## src/rtl/hazard_control.sv

```systemverilog
// Load-use stall / branch-Jr flush control for the 5-stage pipeline.
// Optional statistics counters are compiled in with `define HAZARD_STATS_EN.
module hazard_control #(
    parameter int LOAD_STALL_CYCLES = 1,
    parameter int CNT_W             = 32
) (
    input  logic             Clk,
    input  logic             Reset,
    input  logic [1:0]       MemReadEX,
    input  logic             RegWriteEX,
    input  logic             RegDstEX,
    input  logic [4:0]       RegDst1EX,
    input  logic [4:0]       RegDst2EX,
    input  logic [4:0]       RsID,
    input  logic [4:0]       RtID,
    input  logic             UsesRtID,
    input  logic             BranchTakenEX,
    input  logic             JrEX,
    output logic             PCWrite,
    output logic             IFIDWrite,
    output logic             IFIDFlush,
    output logic             IDEXFlush
`ifdef HAZARD_STATS_EN
    ,
    output logic [CNT_W-1:0] StallCount,
    output logic [CNT_W-1:0] FlushCount
`endif
);

    typedef enum logic [0:0] {
        ST_RUN   = 1'b0,
        ST_STALL = 1'b1
    } state_t;

    localparam logic       MULTI_STALL = (LOAD_STALL_CYCLES > 1);
    localparam logic [2:0] CNT_INIT    = 3'(LOAD_STALL_CYCLES - 1);

    state_t     state_r;
    logic [2:0] cnt_r;
    logic [4:0] dest_s;
    logic       load_hit_s;
    logic       redirect_s;

    // Hazard detection against the EX-stage destination register.
    always_comb begin
        dest_s     = RegDstEX ? RegDst2EX : RegDst1EX;
        // RegWriteEX gates first so an unknown MemReadEX on a non-writing op cannot stall.
        load_hit_s = RegWriteEX & (MemReadEX != 2'b00) & (dest_s != 5'd0) &
                     ((dest_s == RsID) | (UsesRtID & (dest_s == RtID)));
        redirect_s = BranchTakenEX | JrEX;
    end

    // Pipeline control outputs, zero-latency from state and inputs.
    always_comb begin
        PCWrite   = 1'b1;
        IFIDWrite = 1'b1;
        IFIDFlush = 1'b0;
        IDEXFlush = 1'b0;
        if (!Reset) begin
            PCWrite   = 1'b0;
            IFIDWrite = 1'b0;
            IFIDFlush = 1'b1;
            IDEXFlush = 1'b1;
        end else if (redirect_s) begin
            IFIDFlush = 1'b1;
            IDEXFlush = 1'b1;
        end else if ((state_r == ST_STALL) || load_hit_s) begin
            PCWrite   = 1'b0;
            IFIDWrite = 1'b0;
            IDEXFlush = 1'b1;
        end else begin
            PCWrite   = 1'b1;
        end
    end

    // Stall sequencer: RUN/STALL with a down-counter of remaining bubbles.
    always_ff @(posedge Clk or negedge Reset) begin
        if (!Reset) begin
            state_r <= ST_RUN;
            cnt_r   <= 3'd0;
        end else begin
            case (state_r)
                ST_RUN: begin
                    if (redirect_s) begin
                        state_r <= ST_RUN;
                        cnt_r   <= 3'd0;
                    end else if (load_hit_s && MULTI_STALL) begin
                        state_r <= ST_STALL;
                        cnt_r   <= CNT_INIT;
                    end else begin
                        state_r <= ST_RUN;
                        cnt_r   <= 3'd0;
                    end
                end
                ST_STALL: begin
                    if (redirect_s || (cnt_r <= 3'd1)) begin
                        state_r <= ST_RUN;
                        cnt_r   <= 3'd0;
                    end else begin
                        state_r <= ST_STALL;
                        cnt_r   <= cnt_r - 3'd1;
                    end
                end
                default: begin
                    state_r <= ST_RUN;
                    cnt_r   <= 3'd0;
                end
            endcase
        end
    end

`ifdef HAZARD_STATS_EN
    localparam logic [CNT_W-1:0] CNT_MAX = {CNT_W{1'b1}};

    logic [CNT_W-1:0] stall_cnt_r;
    logic [CNT_W-1:0] flush_cnt_r;

    // Saturating stall-cycle and redirect-event counters.
    always_ff @(posedge Clk or negedge Reset) begin
        if (!Reset) begin
            stall_cnt_r <= {CNT_W{1'b0}};
            flush_cnt_r <= {CNT_W{1'b0}};
        end else begin
            if (!PCWrite && (stall_cnt_r != CNT_MAX)) begin
                stall_cnt_r <= stall_cnt_r + CNT_W'(1);
            end else begin
                stall_cnt_r <= stall_cnt_r;
            end
            if (redirect_s && (flush_cnt_r != CNT_MAX)) begin
                flush_cnt_r <= flush_cnt_r + CNT_W'(1);
            end else begin
                flush_cnt_r <= flush_cnt_r;
            end
        end
    end

    assign StallCount = stall_cnt_r;
    assign FlushCount = flush_cnt_r;
`endif

endmodule

```

## config.mk

```make
export PLATFORM = sky130hd
export DESIGN_NAME = hazard_control
export DESIGN_NICKNAME = d
export VERILOG_FILES = /design/src/rtl/hazard_control.sv
export SDC_FILE = /design/constraint.sdc
export NUM_CORES = 1
export LEC_CHECK = 0
export CORE_AREA = 2 2 39 41
export DETAILED_ROUTE_END_ITERATION = 16
export DIE_AREA = 0 0 41 43
export PLACE_DENSITY = 0.79
export SLEW_MARGIN = 20
export SYNTH_ARGS = -nofsm -noshare
export SYNTH_HDL_FRONTEND = slang
export SYNTH_SLANG_ARGS = --single-unit
```

## constraint.sdc

```tcl
create_clock -name Clk -period 4.8 [get_ports Clk]
set_input_delay 0.48 -clock Clk [delete_from_list [all_inputs] [get_ports Clk]]
set_output_delay 0.48 -clock Clk [all_outputs]
set_load 0.02 [all_outputs]
```

==> metrics.yaml <==
area_growth_pct: 81.6
p_seq_share_pct: 27.1
yosysTopAreaCellShare_pct: 23.7
final_cell_mix: "32 x clkdlybuf4s50_1, 10 x xor2_1, 6 x nor2_1"
numCtsBuffers: 3
via_per_inst: 4.63
port_buffers: 32
period_minus_slack_ns: 3.38
seq_area_frac_synth_pct: 23.7
post_cts_buffers: 0
grt_antenna_before_repair: 0
maxUsedRoutingLayer: "met4"
fin_skew_ns: 0.00220
ant_nets: 0
ctsHoldBuffers: 0
start_kind: "input port"
drt-total-wl_mm: 1.17
core-area_mm2: 0.00138
clock.fmax_mhz: 296
cp_slowest_stage_delay_ns: 0.67
clock_path_buffers: 2
fin_ws_ns: 1.42
power_density_mw_per_mm2: 164
maxSlewViolCount: 0
die-area_mm2: 0.00176
status: "finished clean"
synth_fp_nets: 81
clock-sinks: 4
num_rows: 14
syn_area_um2: 422
h-tree-depth: 1
fp.dieH_um: 43
overflow: 0
crit_arrival_ns: 2.90
route.met3.wl_um: 145
synth_area_leaders: "dfrtp_1 24%, xor2_1 21%, mux2i_1 12%"
worst_path_most_repeated_cell: "clkdlybuf4s50_1"
irDropWorstVdd_mv: 0.123
cap_violations: 0
clock_latency_ns: 0.24
finalCritPeriodShare_pct: 70.4
switching_share_pct: 25.8
drive_gt1_share_pct: 3.61
met2_length_um: 600
grt_max_degree: 8
via_count: 458
layout_commonest_cell: "clkdlybuf4s50_1"
pwr-share-clk_pct: 33.7
grt_first_pass_wirelength_mm: 1.75
die_w_um: 41
hp-class: "input port to asynchronous set/reset pin"
p_leak_nw: 0.345
place.detailed.hpwl_um: 994
ys_ff_latch: 4
multi_input_area_um2: 288
p_int_w: 0.0000930
clk_pin_slew_worst_paths_ns: 0.04
diodes: 0
tns_ns: 0
synth_cell_types: 21
place_congestion: 0.680
setup_viol: 0
postSynthAreaPerCell_um2: 8.43
cts_tree: "yes"
regArea_um2: 100
p_sw_w: 0.0000323
track_usage_pct: 14.8
slowest_stage: "clkdlybuf4s50_1"
synth_top_cell_by_area: "dfrtp_1"
syn_inst: 50
finalHoldViolations: 0
combPwrFrac_pct: 39.3
worstSetupPathType: "input port to primary output"
crit_fanout: 7
crit_chain: "clkdlybuf4s50_1 > mux2i_1 > xor2_1 > nand4_1 > o22a_1 > o311a_1 > clkdlybuf4s50_1"
drc: 0
avgRoutedWirePerCell_um: 11.8
endpoint_kind: "primary output"
grt_pass1_vias: 480
worstMarginPinSlew_ns: 0.343
hold_slack_ns: 0.464
n_fill_cell: 142
io_pins: 33
nets: 116
slew_headroom_pct: 77.1
synth_warnings: 0
worstPathRequired_ns: 4.32
drtIter0Drc: 3
drtPass1Iterations: 2
cts_resized: 0
drt-met1-wl_um: 401
dpl_worst_slack_ns: 1.42
root_buffer: "clkbuf_4"
rsz0062_at_grt: "no"
initial_core_util_pct: 30.5
## state kept, by name, summed over array words and instances (netlist names)
| register | count |
|---|---|
| state_r | 1 |
| cnt_r | 3 |
## critical path, delay by kind of cell
kind | cells | cell delay [ns]
buffers and inverters | 2 | 1.22
muxes | 1 | 0.36
AOI/OAI and AO/OA | 2 | 0.55
and+or+nand+nor | 1 | 0.10
xor gates and xnor gates | 1 | 0.18
## layer usage
layer  track usage [%]  vias to the layer above
met5                 0                        -
met3              4.19                        2
met2              27.2                       25
met4              8.00                        0
met1              12.9                      194
li1                  -                      237
## power by group through the flow
stage | registers, W | clock network [W] | logic, W
2_1_floorplan | 0.0000343 | 0 | 0.0000197
3_5_place_dp | 0.0000343 | 0 | 0.0000490
6_report | 0.0000339 | 0.0000421 | 0.0000492
4_1_cts | 0.0000339 | 0.0000439 | 0.0000495
5_1_grt | 0.0000338 | 0.0000476 | 0.0000526
3_3_place_gp | 0.0000343 | 0 | 0.0000487
## final timing paths
| kind | from | endpoint | slack, ns | cells past startpoint |
|---|---|---|---|---|
| setup / recovery | RegDstEX | IFIDWrite | 1.42 | 7 |
| hold / removal | Reset | state_r$_DFF_PN0_ | 0.46 | 1 |
| setup reg to reg | cnt_r[1]$_DFF_PN0_ | cnt_r[2]$_DFF_PN0_ | 3.69 | 5 |
| hold reg to reg | cnt_r[0]$_DFF_PN0_ | cnt_r[0]$_DFF_PN0_ | 0.47 | 1 |
| max in group asynchronous | Reset | cnt_r[0]$_DFF_PN0_ | 4.15 | 1 |
| min in group Clk | cnt_r[0]$_DFF_PN0_ | cnt_r[0]$_DFF_PN0_ | 0.47 | 1 |
## cells in the mapped netlist (all sizes together)
library cell / count
o211ai: 1
nand3: 1
o311a: 1
o21ai: 1
mux2i: 5
buf: 2
a31oi: 1
dfrtp: 4
o21bai: 1
ha: 2
xor2: 10
o22a: 1
a21oi: 1
nand2: 4
inv: 4
nor3: 2
nor2: 6
nand4: 1
xnor2: 1
or4: 1
## layout make-up
type / instances / area share (%)
repair buffers: 32 / 41.8
multi-input cells: 40 / 37.6
flip-flops and latches: 4 / 13.1
clock buffers: 3 / 2.94
well taps: 16 / 2.61
inverters: 4 / 1.96
## stage by stage
step	total power [W]	utilization, %	cell area [um^2]	std cells
after floorplan	0.0000540	-	422	50
after global placement	0.0000830	53.7	743	96
after detailed placement	0.0000834	53.7	743	96
after CTS	0.000127	55.3	766	99
after global routing	0.000134	55.3	766	99
final	0.000125	55.3	766	99
## logic make-up (layout without fill, tap and decap cells)
family          count (synthesis)  after routing  synth area share (%)
compound gates                  7              7                  11.9
xor+xnor                       11             11                  22.8
fa+ha+maj                       2              2                  5.93
buf+inv                         6             39                  8.01
flops                           4              4                  23.7
mux                             5              5                  11.9
simple gates                   15             15                  15.7
Note: power is estimated with default switching activity, not from simulation.
